### config.mk
export PLATFORM = sky130hd
export DESIGN_NAME = regfile_writeback_flat
export DESIGN_NICKNAME = d
export VERILOG_FILES = /design/src/rtl/mips_pkg.sv /design/src/rtl/regfile_writeback_if.sv /design/src/rtl/wb_fifo.sv /design/src/rtl/regfile_writeback.sv /design/src/flat_wrapper.sv
export SDC_FILE = /design/constraint.sdc
export NUM_CORES = 1
export LEC_CHECK = 0
export CAP_MARGIN = 30
export CORE_MARGIN = 2
export CORE_UTILIZATION = 50
export CTS_BUF_LIST = sky130_fd_sc_hd__clkbuf_16
export CTS_CLUSTER_SIZE = 16
export DETAILED_ROUTE_END_ITERATION = 16
export PLACE_DENSITY = 0.78
export SETUP_SLACK_MARGIN = 0.5
export SLEW_MARGIN = 20
export SYNTH_ARGS = -nofsm -noshare
export SYNTH_HDL_FRONTEND = slang
export SYNTH_HIERARCHICAL = 1
export SYNTH_SLANG_ARGS = --single-unit
### constraint.sdc
create_clock -name Clock -period 2.85 [get_ports Clock]
set_input_delay 0.7125 -clock Clock [delete_from_list [all_inputs] [get_ports Clock]]
set_output_delay 0.7125 -clock Clock [all_outputs]
set_load 0.005 [all_outputs]
### src/rtl/mips_pkg.sv
// Shared widths, defaults and bundle types for the register-file writeback path.
package mips_pkg;

    localparam int REG_ADDR_W = 5;
    localparam int DATA_W = 32;
    localparam int NUM_REGS = 1 << REG_ADDR_W;
    localparam int DEFAULT_FIFO_DEPTH = 2;
    localparam int DEFAULT_STARVE_LIMIT = 4;

    typedef logic [REG_ADDR_W-1:0] reg_addr_t;
    typedef logic [DATA_W-1:0] reg_data_t;
    typedef logic [NUM_REGS-1:0] reg_mask_t;

    typedef struct packed {
        reg_addr_t addr;
        reg_data_t data;
    } wb_entry_t;

    function automatic reg_mask_t reg_onehot(input reg_addr_t a);
        reg_mask_t v;
        v = '0;
        v[a] = 1'b1;
        return v;
    endfunction

endpackage

### src/rtl/regfile_writeback_if.sv
// ALU result, load return and register-file write bundle.
// Slave is the writeback block; master is whoever feeds and observes it.
interface regfile_writeback_if;
    import mips_pkg::*;

    logic AluValid;
    reg_addr_t AluAddr;
    reg_data_t AluData;
    logic LoadValid;
    reg_addr_t LoadAddr;
    reg_data_t LoadData;
    logic LoadReady;
    logic RegWrite;
    reg_addr_t WriteAddr;
    reg_data_t WriteData;
    logic StallReq;
    reg_mask_t Pending;

    modport slave (
        input AluValid, AluAddr, AluData,
        input LoadValid, LoadAddr, LoadData,
        output LoadReady, RegWrite, WriteAddr,
        output WriteData, StallReq, Pending
    );

    modport master (
        output AluValid, AluAddr, AluData,
        output LoadValid, LoadAddr, LoadData,
        input LoadReady, RegWrite, WriteAddr,
        input WriteData, StallReq, Pending
    );

endinterface

### src/rtl/wb_fifo.sv
// In-order load-return buffer; exposes per-entry valid and address
// so the parent can build the pending-register mask.
module wb_fifo
    import mips_pkg::*;
#(
    parameter int DEPTH = DEFAULT_FIFO_DEPTH
) (
    input  logic                        Clock,
    input  logic                        Reset,
    input  logic                        push,
    input  wb_entry_t                   push_entry,
    input  logic                        pop,
    output wb_entry_t                   head,
    output logic                        full,
    output logic                        empty,
    output logic      [DEPTH-1:0]       entry_valid,
    output reg_addr_t [DEPTH-1:0]       entry_addr
);

    localparam int PW = (DEPTH > 1) ? $clog2(DEPTH) : 1;
    localparam int CW = $clog2(DEPTH + 1);

    wb_entry_t mem [DEPTH];
    logic [PW-1:0] rd_ptr;
    logic [PW-1:0] wr_ptr;
    logic [CW-1:0] count;
    logic push_ok;
    logic pop_ok;

    function automatic logic [PW-1:0] next_ptr(input logic [PW-1:0] p);
        return (p == PW'(DEPTH - 1)) ? '0 : p + PW'(1);
    endfunction

    assign full = (count == CW'(DEPTH));
    assign empty = (count == '0);
    assign push_ok = push && !full;
    assign pop_ok = pop && !empty;
    assign head = mem[rd_ptr];

    always_comb begin
        entry_addr = '0;
        for (int i = 0; i < DEPTH; i++) begin
            entry_addr[i] = mem[i].addr;
        end
    end

    always_ff @(posedge Clock or negedge Reset) begin
        if (!Reset) begin
            rd_ptr <= '0;
            wr_ptr <= '0;
            count <= '0;
            entry_valid <= '0;
            for (int i = 0; i < DEPTH; i++) begin
                mem[i] <= '0;
            end
        end else begin
            // push and pop never share a slot: that needs full or empty
            if (pop_ok) begin
                entry_valid[rd_ptr] <= 1'b0;
                rd_ptr <= next_ptr(rd_ptr);
            end
            if (push_ok) begin
                mem[wr_ptr] <= push_entry;
                entry_valid[wr_ptr] <= 1'b1;
                wr_ptr <= next_ptr(wr_ptr);
            end
            if (push_ok && !pop_ok) begin
                count <= count + CW'(1);
            end else if (pop_ok && !push_ok) begin
                count <= count - CW'(1);
            end
        end
    end

endmodule

### src/rtl/regfile_writeback.sv
// Arbitrates ALU results against buffered load returns for the single
// register-file write port, stalling the ALU when loads starve.
module regfile_writeback
    import mips_pkg::*;
#(
    parameter int FIFO_DEPTH = DEFAULT_FIFO_DEPTH,
    parameter int STARVE_LIMIT = DEFAULT_STARVE_LIMIT
) (
    input logic                Clock,
    input logic                Reset,
    regfile_writeback_if.slave bus
);

    localparam int SW = $clog2(STARVE_LIMIT + 1);

    logic full;
    logic empty;
    logic push;
    logic pop;
    logic alu_ok;
    logic alu_win;
    wb_entry_t head;
    wb_entry_t load_entry;
    logic [FIFO_DEPTH-1:0] ev;
    reg_addr_t [FIFO_DEPTH-1:0] ea;
    logic [SW-1:0] starve;
    logic stall_q;
    logic reg_write;
    reg_addr_t wr_addr;
    reg_data_t wr_data;
    reg_mask_t pend;

    assign load_entry = '{addr: bus.LoadAddr, data: bus.LoadData};
    // address-0 loads complete the handshake but are dropped here
    assign push = bus.LoadValid && !full && (bus.LoadAddr != '0);
    assign alu_ok = bus.AluValid && (bus.AluAddr != '0);
    assign alu_win = alu_ok && !stall_q;
    assign pop = !empty && !alu_win;

    wb_fifo #(
        .DEPTH(FIFO_DEPTH)
    ) u_fifo (
        .Clock      (Clock),
        .Reset      (Reset),
        .push       (push),
        .push_entry (load_entry),
        .pop        (pop),
        .head       (head),
        .full       (full),
        .empty      (empty),
        .entry_valid(ev),
        .entry_addr (ea)
    );

    always_comb begin
        pend = '0;
        for (int i = 0; i < FIFO_DEPTH; i++) begin
            if (ev[i]) begin
                pend = pend | reg_onehot(ea[i]);
            end
        end
        pend[0] = 1'b0;
    end

    always_ff @(posedge Clock or negedge Reset) begin
        if (!Reset) begin
            reg_write <= 1'b0;
            wr_addr <= '0;
            wr_data <= '0;
            starve <= '0;
            stall_q <= 1'b0;
        end else begin
            unique case (1'b1)
                alu_win: begin
                    reg_write <= 1'b1;
                    wr_addr <= bus.AluAddr;
                    wr_data <= bus.AluData;
                end
                pop: begin
                    reg_write <= 1'b1;
                    wr_addr <= head.addr;
                    wr_data <= head.data;
                end
                default: reg_write <= 1'b0;
            endcase
            if (empty || pop) begin
                starve <= '0;
            end else if (starve != SW'(STARVE_LIMIT)) begin
                starve <= starve + SW'(1);
            end
            // the loss that brings the count to the limit raises the stall
            if (pop) begin
                stall_q <= 1'b0;
            end else if (!empty && starve == SW'(STARVE_LIMIT - 1)) begin
                stall_q <= 1'b1;
            end
        end
    end

    assign bus.LoadReady = !full;
    assign bus.RegWrite = reg_write;
    assign bus.WriteAddr = wr_addr;
    assign bus.WriteData = wr_data;
    assign bus.StallReq = stall_q;
    assign bus.Pending = pend;

endmodule

### src/flat_wrapper.sv
// flat-port wrapper written by rule: the top's interface ports become plain ports
module regfile_writeback_flat import mips_pkg::*;
#(
    parameter int FIFO_DEPTH = DEFAULT_FIFO_DEPTH,
    parameter int STARVE_LIMIT = DEFAULT_STARVE_LIMIT
)
  (Clock, Reset, bus_AluValid, bus_AluAddr, bus_AluData, bus_LoadValid, bus_LoadAddr, bus_LoadData, bus_LoadReady, bus_RegWrite, bus_WriteAddr, bus_WriteData, bus_StallReq, bus_Pending);
  regfile_writeback_if bus_i ();
  input logic Clock;
  input logic Reset;
  input wire logic [$bits(bus_i.AluValid)-1:0] bus_AluValid;
  input wire logic [$bits(bus_i.AluAddr)-1:0] bus_AluAddr;
  input wire logic [$bits(bus_i.AluData)-1:0] bus_AluData;
  input wire logic [$bits(bus_i.LoadValid)-1:0] bus_LoadValid;
  input wire logic [$bits(bus_i.LoadAddr)-1:0] bus_LoadAddr;
  input wire logic [$bits(bus_i.LoadData)-1:0] bus_LoadData;
  output wire logic [$bits(bus_i.LoadReady)-1:0] bus_LoadReady;
  output wire logic [$bits(bus_i.RegWrite)-1:0] bus_RegWrite;
  output wire logic [$bits(bus_i.WriteAddr)-1:0] bus_WriteAddr;
  output wire logic [$bits(bus_i.WriteData)-1:0] bus_WriteData;
  output wire logic [$bits(bus_i.StallReq)-1:0] bus_StallReq;
  output wire logic [$bits(bus_i.Pending)-1:0] bus_Pending;
  assign bus_i.AluValid = bus_AluValid;
  assign bus_i.AluAddr = bus_AluAddr;
  assign bus_i.AluData = bus_AluData;
  assign bus_i.LoadValid = bus_LoadValid;
  assign bus_i.LoadAddr = bus_LoadAddr;
  assign bus_i.LoadData = bus_LoadData;
  assign bus_LoadReady = bus_i.LoadReady;
  assign bus_RegWrite = bus_i.RegWrite;
  assign bus_WriteAddr = bus_i.WriteAddr;
  assign bus_WriteData = bus_i.WriteData;
  assign bus_StallReq = bus_i.StallReq;
  assign bus_Pending = bus_i.Pending;
  regfile_writeback #(.FIFO_DEPTH(FIFO_DEPTH), .STARVE_LIMIT(STARVE_LIMIT)) u_core (.Clock(Clock), .Reset(Reset), .bus(bus_i));
endmodule
# [Yosys cells after proc, flatten, opt, wreduce, memory -nomap -nowiden]
# Index checks and enable logic that the tools add are counted.
[classes] n_addsub=5 multipliers=0 div=0 magnitude_cmp=11 n_eq_ne=3 shift=0 mux=29 bitwise=6 reduce_logical=30
[op_table] operator="two-way mux 37 bit" count=4
[op_table] operator="bitwise mux 74 bit" count=1
[op_table] operator="two-way mux 32 bit" count=2
[op_table] operator="one-hot mux 32 bit (2 select lines)" count=1
[op_table] operator="demux 37 bit (select 1 bit)" count=1
[op_table] operator="bitwise OR 32 bit" count=1
[op_table] operator="logical AND 1 bit" count=15
[op_table] operator="less-than comparator 5 x 6 -> 1 bit (second input constant)" count=2
[op_table] operator="demux 1 bit (select 5 bit)" count=2
[op_table] operator=">= comparator 5 x 1 -> 1 bit (second input constant)" count=2
[op_table] operator="one-hot mux 5 bit (2 select lines)" count=1
[op_table] operator="nonzero test 5 bit" count=2
[op_table] operator="two-way mux 1 bit" count=9
[op_table] operator="two-way mux 2 bit" count=4
[op_table] operator="nonzero test 2 bit" count=4
[op_table] operator="logical NOT 1 bit" count=6
[op_table] operator="two-way mux 3 bit" count=2
[op_table] operator=">= comparator 2 bit (second input constant)" count=2
[op_table] operator="less-than comparator 1 x 2 -> 1 bit (second input constant)" count=2
[op_table] operator="NOT 1 -> 2 bit" count=2
[op_table] operator="adder 3 x 1 -> 3 bit (second input constant)" count=1
[op_table] operator="== test 3 x 2 -> 1 bit (second input constant)" count=1
[op_table] operator="!= test 3 bit (second input constant)" count=1
[op_table] operator="adder 1 bit (second input constant)" count=2
[op_table] operator="12 further kinds" count=14
[totals] ff_bits=122 latchBits=0 ram_bits=0 romBits=0 in_bits=78 output_inout_bits=72 wordCells=97 n_memories=0

# [Longest topological paths before layout]
[logic_depth] word_depth=9 mapped_depth=10 depth_no_buf=9

# [By module]
# The synthesis kept the hierarchy.
[modules_own_cells] module="wb_fifo" instances=1 cells_per_inst=232 area_per_inst_um2=3664.8 seq_area_each_um2=2001.9
[modules_own_cells] module="regfile_writeback" instances=1 cells_per_inst=217 area_per_inst_um2=2511.2 seq_area_each_um2=1051.0

# [Worst setup path after synthesis]
# Ideal clock, no wire load.
[synth_path] path_type="input to register" start="in bus_AluAddr[0]" end="reg u_core.u_fifo.count[1]" setup_time_ns=0.079 arrival_ns=2.234 t_required_ns=2.771 setup_slack_ns=0.536 stages=8 path_buffers=0 path_cell_list="or3_4 > o31a_1 > nor2_1 > o21ai_0 > ha_1 > xor2_1 > nor2_1 > xor2_1"
[synth_between] elab_chain_cells=9 elab_cells_between_ends=11 cone_classes="mux (1); reduce/logical (10)"
[synth_rtl] element="start: declaration" line="flat_wrapper.sv:12" source="input wire logic [$bits(bus_i.AluAddr)-1:0] bus_AluAddr;"
[synth_rtl] element="nonzero test 5 bit *" line="regfile_writeback.sv:36" source="assign alu_ok = bus.AluValid && (bus.AluAddr != '0);"
[synth_rtl] element="logical AND 1 bit *" line="regfile_writeback.sv:36"
[synth_rtl] element="logical AND 1 bit *" line="regfile_writeback.sv:37" source="assign alu_win = alu_ok && !stall_q;"
[synth_rtl] element="logical NOT 1 bit *" line="regfile_writeback.sv:38" source="assign pop = !empty && !alu_win;"
[synth_rtl] element="logical AND 1 bit *" line="regfile_writeback.sv:38"
[synth_rtl] element="net u_core.pop" line="regfile_writeback.sv:19" source="logic pop;"
[synth_rtl] element="logical AND 1 bit *" line="wb_fifo.sv:37" source="assign pop_ok = pop && !empty;"
[synth_rtl] element="logical NOT 1 bit" line="wb_fifo.sv:67" source="if (push_ok && !pop_ok) begin"
[synth_rtl] element="logical AND 1 bit" line="wb_fifo.sv:67"
[synth_rtl] element="two-way mux 2 bit or nonzero test 2 bit (tied branches)"
[synth_rtl] element="end signal: assignment" line="wb_fifo.sv:68" source="count <= count + CW'(1);"
[synth_rtl] element="end signal: assignment" line="wb_fifo.sv:70" source="count <= count - CW'(1);"
[synth_rtl] element="end: declaration" line="wb_fifo.sv:26" source="logic [CW-1:0] count;"
# The timed path passes the listed nets; every way through them passes the cells marked *.
# A chain may end at the register's enable or synchronous reset.

# [Worst setup path after layout]
[layout_path] start="reg u_core.u_fifo.mem, in the netlist u_core/u_fifo/entry_addr[2]" end="out bus_Pending[19]"
[layout_between] elab_chain_cells=7 elab_cells_between_ends=8 cone_classes="order compare (2); mux (4); bitwise (1); reduce/logical (1)"
[layout_rtl] element="start: declaration" line="wb_fifo.sv:23" source="wb_entry_t mem [DEPTH];"
[layout_rtl] element="start signal: indexed assignment" line="wb_fifo.sv:63" source="mem[wr_ptr] <= push_entry;"
[layout_rtl] element="less-than comparator 5 x 6 -> 1 bit (implied by the code) or >= comparator 5 x 1 -> 1 bit (tied branches)" line="mips_pkg.sv:22" source="v[a] = 1'b1;"
[layout_rtl] element="logical AND 1 bit (implied by the code)" line="mips_pkg.sv:22"
[layout_rtl] element="two-way mux 1 bit (implied by the code)" line="mips_pkg.sv:22"
[layout_rtl] element="demux 1 bit (select 5 bit) *"
[layout_rtl] element="two-way mux 32 bit *" line="regfile_writeback.sv:58" source="if (ev[i]) begin"
[layout_rtl] element="bitwise OR 32 bit" line="regfile_writeback.sv:59" source="pend = pend | reg_onehot(ea[i]);"
[layout_rtl] element="two-way mux 32 bit *" line="regfile_writeback.sv:58"
[layout_rtl] element="end: declaration" line="flat_wrapper.sv:22" source="output wire logic [$bits(bus_i.Pending)-1:0] bus_Pending;"
# Every way passes the cells marked *; elsewhere a longest branch is shown, timed or not.

==> results.toml <==
[hold_path]
hold_path_class = "input pin to asynchronous set/reset pin"

[global_route]
maximum_number_of_pins_on_one_net_before_global_route_repair = 54
grtUsageMet1_pct = 27.4
grt_use_met2_pct = 43.3
grt_first_pass_wirelength_um = 25000
grt_pass1_vias = 4986
total_routing_resource_utilization_after_global_routing_pct = 24.4
met3_usage_pct = 6.38
grt.busiest_layer = "met2"
grt_remaining_overflow = 0
antenna_violations_before_repair = 0

[yosys]
synth_warnings = 6
postSynth.asyncResetShare_pct = 100
post_synth_top_flop = "dfrtp_1"
synth-seq-cells = 122
syn_inst = 449
ranking_of_synthesized_cells_by_instance_count = "mux2_2 (154), dfrtp_1 (122), o22ai_1 (31), mux2_4 (19), buf_4 (12)"
synthMuxAreaShare_pct = 34.2
synthDistinctLibCells = 40
syn-mean-instance-area_um2 = 13.8
yosysTopAreaCell = "dfrtp_1"
yosysTopAreaCellShare_pct = 49.4
synth-compound-area-share_pct = 4.70
synth_xor_xnor_area_share_pct = 0.851
synth_nets = 531
post_synth_main_area_contributors = "dfrtp_1 (49%), mux2_2 (28%), mux2_4 (4.6%)"
synth_most_common_cell = "mux2_2"
share_of_synthesized_area_occupied_by_flip_flops_and_latches_pct = 49.4
largest_family_of_logic_cells_by_synthesized_area = "multiplexers"
synth_simple_gate_area_share_pct = 5.29
adder_cell_area_share_of_the_yosys_netlist_pct = 0.810
area_of_the_mapped_netlist_mm2 = 0.00618
synth-edff-count = 0

[job]
timing.max_cap.violations = 0

[floorplanning]
die_h_um = 115
floorplan.initialDensity_pct = 51.4
pin_count = 150
design.die.area_mm2 = 0.0133
die_w_um = 115
floorplan.rows = 40
core_mm2 = 0.0120

[final_layout]
diodes = 0
area_growth_pct = 44.2
nNetsFinal = 730
finalCoreUtilization_pct = 74.1
postLayoutCellArea_mm2 = 0.00890
drive_above_1_share_pct = 51.7
nFillCells = 753
instances_no_fill = 808

[detailed_routing]
dr.first_iter.drc_count = 193
drt-total-wl_um = 16500
drt_drc_violations_left = 0
routed_wire_length_per_instance_um = 20.4
vias = 4575
post_drt_via_cell_ratio = 5.66
first_drt_pass_iteration_count = 4
drt.antenna.violating_nets = 0

[worst_setup_path]
critical-path-slowest-cell = "dfrtp_2"
worst_setup_path_end_kind = "primary output"
startpoint_class_of_the_critical_path = "register"
timing.critical_path.required_ps = 2140
setup_crit_path_kind = "register to primary output"
critical_path_arrival_ps = 1850
reg2reg_setup_slack_ps = 770
slowest_delay_ps = 450
critical_path.cell_chain = "buf_4, buf_6, or3b_4, o22ai_2, buf_2"
timing.critical_path.fanout_max = 6

[clock_tree]
cts.reportedPaths.clkPinSlew_ps = 60
numClockSinks = 122
cts-root-to-sink-buffers = 2
tritoncts.num_buffers = 17
htreeDepth = 4
clock_tree_from_tritoncts = "built"
clk_latency_ps = 420
clk_root_buffer_cell = "clkbuf_16"

[sta]
skew_ps = 9.02
finalSetupViolCount = 0
timing_worst_slew_pin_value_ps = 892
final_report_max_slew_violation_count = 0
finalHoldViolCount = 0
slew_headroom_pct = 40.6
min_period_over_period_pct = 89.8
maxClockFrequency_ghz = 0.391
unrepaired_setup_endpoints_after_global_routing = "yes"
final_critical_path_setup_slack_ps = 291
final_critical_path_time_including_i_o_delays_and_setup_ps = 2560
setup_total_negative_slack_ps = 0
holdWs_ps = 226

[power]
vdd.ir_drop.worst_uv = 532
clockPowerShare_pct = 20.4
power.share.switching_pct = 31.4
power.share.combinational_pct = 48.3
static-leakage-power_nw = 3.78
switchingPower_mw = 3.32
p_seq_share_pct = 31.3
design_power_total_mw = 10.6
intPower_mw = 7.26
cellPowerDensity_mw_per_mm2 = 1190

[placed_design]
globalplace.congestion = 0.873
pre_cts_slack_ps = 17.8
buffer_ports.inserted = 148
dpl-instance-area_mm2 = 0.00770
place_inst = 721
detailedPlacementHpwl_um = 9800

[outcome]
status = "completed"
==> area by class of cell <==
type                       instances  area (um^2)  share of cell area (%)
clock buffer                      17          425                    4.78
clock inverter                    15          164                    1.84
inverter                           6         27.5                   0.309
multi-input combinational        290         3090                    34.7
sequential                       122         3070                    34.4
tap                              147          184                    2.07
timing repair buffer             211         1950                    21.9
==> critical path: cells and delay by family, from the launching register on <==
kind,cells,cell delay [ps]
simple gates,1,410
compound gates,1,160
flops,1,450
buf+inv,3,410
==> cells by family (layout without fill, tap and decap cells) <==
kind of cell | count (synthesis) | count (layout)
multiplexers | 182 | 182
flip-flops | 122 | 122
AND/OR/NAND/NOR | 51 | 53
AO/OA/AOI/OAI | 44 | 44
buffers and inverters | 39 | 249
XOR/XNOR | 6 | 6
adder cells (fa/ha/maj) | 4 | 4
other | 1 | 1
==> layout by cell type (no fill, tap or decap), drive strengths merged <==
master and count:
nand2 11, nor3 1, or3b 5, and3 2, o21ai 8, dlygate4sd2 2, nor2b 1, nor4 2
o31a 1, bufinv 4, o22ai 31, mux2 177, nand2b 4, ha 4, conb 1, and2 1
clkdlybuf4s50 112, clkinv 9, or3 4, dlymetal6s2s 5, xor2 3, mux2i 5, buf 84, inv 8
nand3 4, o311a 1, clkbuf 23, a2111oi 1, nor2 8, clkdlybuf4s15 2, xnor2 3, o31ai 2
dfrtp 122, nand3b 10
==> power groups by stage <==
stage / Combinational, mW / Clock [mW] / Sequential (mW)
finish: 5.10 / 2.16 / 3.31
global route: 5.42 / 2.29 / 3.42
CTS: 4.74 / 2.19 / 3.28
detailed placement: 4.13 / 0 / 3.34
global placement: 4.00 / 0 / 3.27
floorplan: 3.05 / 0 / 3.02
==> state kept, by name, indices dropped and copies added (netlist names) <==
| register | flops |
|---|---|
| u_core/u_fifo/entry_valid | 2 |
| u_core/u_fifo/count | 2 |
| u_core/bus.StallReq | 1 |
| u_core/u_fifo/wr_ptr | 1 |
| u_core/bus.WriteAddr | 5 |
| u_core/starve | 3 |
| u_core/u_fifo/mem | 64 |
| u_core/u_fifo/entry_addr | 10 |
| u_core/bus.RegWrite | 1 |
| u_core/u_fifo/rd_ptr | 1 |
| u_core/bus.WriteData | 32 |
==> per-layer routing <==
metal	wire, um	up-vias	share of wire (%)
met2	8570	189	52
li1	-	2044	-
met4	632	0	3.8
met1	6370	2281	39
met5	0	-	0
met3	899	61	5.5
==> path summary, 6_finish.rpt <==
path,from,endpoint,depth (start not counted)
worst min-delay path,Reset,u_core/bus.WriteData[7],1
max in group asynchronous,Reset,u_core/u_fifo/mem[16],2
worst max-delay path,u_core/u_fifo/entry_addr[2],bus_Pending[19],5
worst min register to register,u_core/u_fifo/mem[46],u_core/u_fifo/mem[46],1
worst max register to register,u_core/u_fifo/count[1],u_core/u_fifo/mem[65],7
min in group Clock,u_core/u_fifo/mem[46],u_core/u_fifo/mem[46],1
==> repair_timing <==
item                                    CTS  global route
gates resized for setup                 113            63
cloned                                    1             1
pin swaps                                15            14
endpoints found under the setup margin   70            70
setup buffers                            46             7
hold buffers                              0             0
Note: power is estimated with default switching activity, not from simulation.
==> variant 1, RTL diff (config.mk and constraints unchanged) <==
The package constant `REG_ADDR_W` goes from 5 to 4.
--- a/src/rtl/mips_pkg.sv
+++ b/src/rtl/mips_pkg.sv
@@ -2,5 +2,5 @@
 package mips_pkg;
 
-    localparam int REG_ADDR_W = 5;
+    localparam int REG_ADDR_W = 4;
     localparam int DATA_W = 32;
     localparam int NUM_REGS = 1 << REG_ADDR_W;
Ports: changed (resized bus_AluAddr, bus_LoadAddr, bus_Pending and bus_WriteAddr); port bits go from 150 to 131. The function was not compared with the original's and may differ.
==> variant 1 against the original RTL <==
Power fell by 7.5%; hold slack gained 67 ps; critical path depth grew 2; count of clock-buffer cells in the layout is the same; cell area down 8.6%; wire length shrank 17%; sequential cell count shrank 3; synthesized area decreased by 4.8%; non-clock buffer count decreased by 45; worst setup slack gained 87 ps; critical endpoint is now bus_Pending[4]; largest cell class is now flip-flops and latches.
==> variant 1: results (changes against the original RTL) <==
Critical path
  – Crit-path leading delay family: buffers and inverters
  – Slowest CP cell: dfrtp_1
  – R2R cell count: 4 (-3)
  – Worst r2r src: u_core/u_fifo/rd_ptr
  – Worst stage delay on the critical path: 400 ps (-50 ps)
  – R2R Path End: u_core/bus.WriteData[7]

Layout
  – NonClk Buf Share: 19.3% (-2.6 points)
  – Final #Nets: 645 (-12%)
  – Inverter count: 7 (+1)
  – Fillers: 778 (+3.3%)
  – Num sequential: 119 (-2.5%)
  – Footprint of the multi-input gates: 0.00278 mm² (-9.9%)
  – Multi-Input Combinational: 254 (-12%)
  – Non-Clock Buffer Count: 166 (-21%)
  – Layout cell share with drive strength beyond 1: 47.8% (-4.0 points)
  – Storage cell area: 0.00298 mm² (-2.7%)

Timing
  – Worst slew pin tran: 598 ps (-294 ps)
  – Clock Skews: 4.65 ps (-4.38 ps)

Drt
  – Vias/cell: 5.48 (-3.3%)
  – Mean routed wirelength per cell: 19.1 µm (-6.6%)
  – Violation count after the first detailed-routing iteration: 198 (+2.6%)
  – Routed WL: 13.7 mm (-17%)

Outcome
  – Status: finished, final reports clean

Placement
  – Placed insts: 660 (-8.5%)
  – Detailed placer's ending HPWL: 8.30 mm (-15%)

Synthesis
  – Most common library cells after synthesis: 135 x mux2_2, 119 x dfrtp_1, 29 x mux2_4
  – Synthesized net count: 486 (-8.5%)
  – Synth unique cells: 37 (-7.5%)
  – Sequential area share after synthesis: 50.6% (+1.2 points)

Power and ir drop
  – Maximum vdd ir drop: 639 µV (+20%)
  – Leakage: 3.51 nW (-7.0%)

GRT
  – First-pass GRT wire length: 22.3 mm (-10%)
  – Largest net degree at the start of global routing: 57 (+5.6%)
  – Vias in the first global route: 4333 (-13%)
[variant 1: cell types whose count changed after synthesis, sizes merged, moves of 3 or more]
cell / change
buf: -5
dfrtp: -3
mux2: -5
nand2: -3
nand2b: +3
nand3b: -6
nor2: -3
o22ai: -16
or3: -4
or3b: -3
[variant 1: report_power, final]
| part | internal, W | total [W] | switching, W |
|---|---|---|---|
| Sequential | 0.00257 | 0.00314 | 0.000574 |
| Combinational | 0.00286 | 0.00448 | 0.00163 |
| Clock | 0.00143 | 0.00215 | 0.000722 |
[variant 1: logic make-up after synthesis]
group / synth area share [%]
adder cells (fa/ha/maj): 0.851
XOR/XNOR: 0.894
flip-flops: 50.6
multiplexers: 35.6
buffers and inverters: 4.76
AO/OA/AOI/OAI: 3.23
AND/OR/NAND/NOR: 3.94
other: 0.0638
[variant 1: worst max path at each step]
stage,start,to,slack [ps],cells after the start
2_1_floorplan,bus_LoadAddr[1],u_core/u_fifo/entry_addr[4],600,6
3_3_place_gp,bus_LoadAddr[1],u_core/u_fifo/mem[7],60,5
3_5_place_dp,bus_LoadAddr[3],u_core/u_fifo/entry_addr[1],50,6
4_1_cts,u_core/u_fifo/entry_addr[3],bus_Pending[2],320,4
5_1_grt,u_core/u_fifo/entry_addr[3],bus_Pending[4],330,7
6_report,u_core/u_fifo/entry_addr[3],bus_Pending[4],380,7
[variant 1: routing by layer]
layer,share of wire [%],track usage (%)
met5,0,0
met2,50,37.4
met4,1.6,7.97
met3,5.8,7.40
met1,42,28.4
[variant 1: what timing repair did]
item / CTS / global route
hold buffers: 0 / 0
setup endpoints to repair: 85 / 31
setup buffers: 22 / 5
pin swaps: 7 / 9
resized for setup: 48 / 37
gates cloned: 2 / 0
==> variant 2, RTL diff (same flow settings) <==
Without the edit above. Make the reset (`Reset`) synchronous in 2 clocked blocks.
--- a/src/rtl/wb_fifo.sv
+++ b/src/rtl/wb_fifo.sv
@@ -45,5 +45,5 @@
     end
 
-    always_ff @(posedge Clock or negedge Reset) begin
+    always_ff @(posedge Clock) begin
         if (!Reset) begin
             rd_ptr <= '0;
--- a/src/rtl/regfile_writeback.sv
+++ b/src/rtl/regfile_writeback.sv
@@ -63,5 +63,5 @@
     end
 
-    always_ff @(posedge Clock or negedge Reset) begin
+    always_ff @(posedge Clock) begin
         if (!Reset) begin
             reg_write <= 1'b0;
Formal check against the unedited RTL: differs if Reset is asserted again (counterexample within 4 cycles, from zero or initial values and one cycle with Reset low); with Reset held inactive, the same outputs for 4 cycles.
==> variant 2 against the original RTL <==
Via count rose by 15%; power fell by 32%; sequential power fell by 24%; highest routed layer unchanged; largest cell class is now flip-flops and latches; utilization rose by 1.2 points; worst setup slack got worse by 32 ps; count of clock-buffer cells in the layout did not move; wire length rose by 13%; global-route usage rose by 1.6 points; critical endpoint is now bus_Pending[24]; critical path type unchanged; sequential cell count rose by 1; cell area rose by 1.2%; synthesized area fell by 0.93%; cell count rose by 12%.
==> variant 2: results (changes against the original RTL) <==
Outcome
  – Status: finished, final reports clean

Power and ir drop
  – Maximum vdd ir drop: 551 µV (+3.5%)
  – Leakage: 3.57 nW (-5.4%)
  – Comb. pwr: 0.00261 W (-49%)
  – PwrDens: 797 mW/mm² (-33%)
  – Switching share of total power: 30.3% (-1.0 points)
  – P_seq: 0.00251 W (-24%)

Critical path
  – Worst r2r src: u_core/u_fifo/count[0]
  – Crit Path Max Fanout: 3 (-3)
  – Worst stage delay on the critical path: 430 ps (-20 ps)
  – R2R Path End: u_core/u_fifo/mem[0][21]
  – Reg2reg setup slack: 740 ps (-30 ps)
  – Worst Setup SP: u_core/u_fifo/mem[0][34]
  – Worst setup path endpoint: bus_Pending[24]
  – Crit-path leading delay family: buffers and inverters
  – Worst Path Arrival: 1880 ps (+30 ps)

Synthesis
  – Ranking of synthesized cells by area: edfxtp_1 36%, dfxtp_1 16%, and2_1 7.7%
  – Asr flop ratio synth: 0% (-100 points)
  – Sequential area share after synthesis: 52.4% (+2.9 points)
  – Post-Synth Adder-Cell Area: 0.818% (+0.0076 points)
  – Synth Flop Type: edfxtp_1
  – Synthesized net count: 623 (+17%)
  – Post-synth EDFFs: 74 (+74)
  – Most common library cells after synthesis: 75 x and2_1, 74 x edfxtp_1, 49 x dfxtp_1
  – Post-Syn Area per Cell: 11.3 µm² (-18%)

Layout
  – Sequential cell area share: 35.6% (+1.2 points)
  – Final #Nets: 828 (+13%)
  – Final Non-Filler Cells: 906 (+12%)
  – Multi-input combinational area share: 32.5% (-2.2 points)
  – Num sequential: 123 (+0.82%)
  – Fillers: 790 (+4.9%)
  – Storage cell area: 0.00321 mm² (+4.7%)
  – Clock-cell share of area: 6.29% (-0.33 points)
  – Layout cell share with drive strength beyond 1: 35.8% (-16 points)
  – Final Util: 75.4% (+1.2 points)
  – Multi-Input Combinational: 366 (+26%)
  – NonClk Buf Share: 23.3% (+1.4 points)
  – Max reg flops: 74 (+16%)

Clocking
  – Post-CTS Setup Repair Bufs: 51 (+11%)
  – Latest clock arrival within the worst-skew pair: 400 ps (-20 ps)
  – Post-CTS sizing: 167 (+48%)

Placement
  – GP Congestion: 0.792 (-9.3%)
  – Place WS: -123 ps (-141 ps)
  – Placed insts: 806 (+12%)
  – Dpl cell area: 0.00773 mm² (+0.44%)

GRT
  – GR Util met2: 45.2% (+2.0 points)
  – M3 GR Usage: 7.62% (+1.2 points)
  – Met1 GRT Util: 29.3% (+1.8 points)
  – GRT Total Usage: 26.1% (+1.6 points)
  – First-pass GRT wire length: 26.2 mm (+4.9%)
  – Largest net degree at the start of global routing: 56 (+3.7%)
  – Antenna violations before repair: 0 (unchanged)

Timing
  – Crit share post-route: 90.9% (+1.1 points)
  – Clock Skews: 6.05 ps (-2.97 ps)
  – Hold slack: 539 ps (+313 ps)

Drt
  – Met2 WL: 9.44 mm (+10%)
  – Met1 Wirelength: 7.04 mm (+10%)
  – Violation count after the first detailed-routing iteration: 288 (+49%)

Hold path
  – Hold Crit Class: flop to flop
variant 2: cell count changes in the layout (fill, tap and decap cells not counted), sizes merged, moves of 5 or more:
| cell | change |
|---|---|
| dfrtp | -122 |
| o211ai | +37 |
| and2 | +76 |
| or2 | +35 |
| dlymetal6s2s | -5 |
| clkbuf | -5 |
| dfxtp | +49 |
| mux2 | -138 |
| edfxtp | +74 |
| nand2 | +31 |
| buf | +31 |
| mux2i | +27 |
variant 2: logic make-up (layout without fill, tap and decap cells):
kind of cell	after synthesis	in the layout
compound gates	88	88
simple gates	198	198
mux	71	71
fa+ha+maj	4	4
buf+inv	52	270
xor+xnor	4	4
other cells	1	1
flops	123	123
variant 2: tightest hold or removal path, stage by stage (launching register included):
cell and delay [ps]:
dfxtp_1 320, nand3_1 100, a21oi_1 70
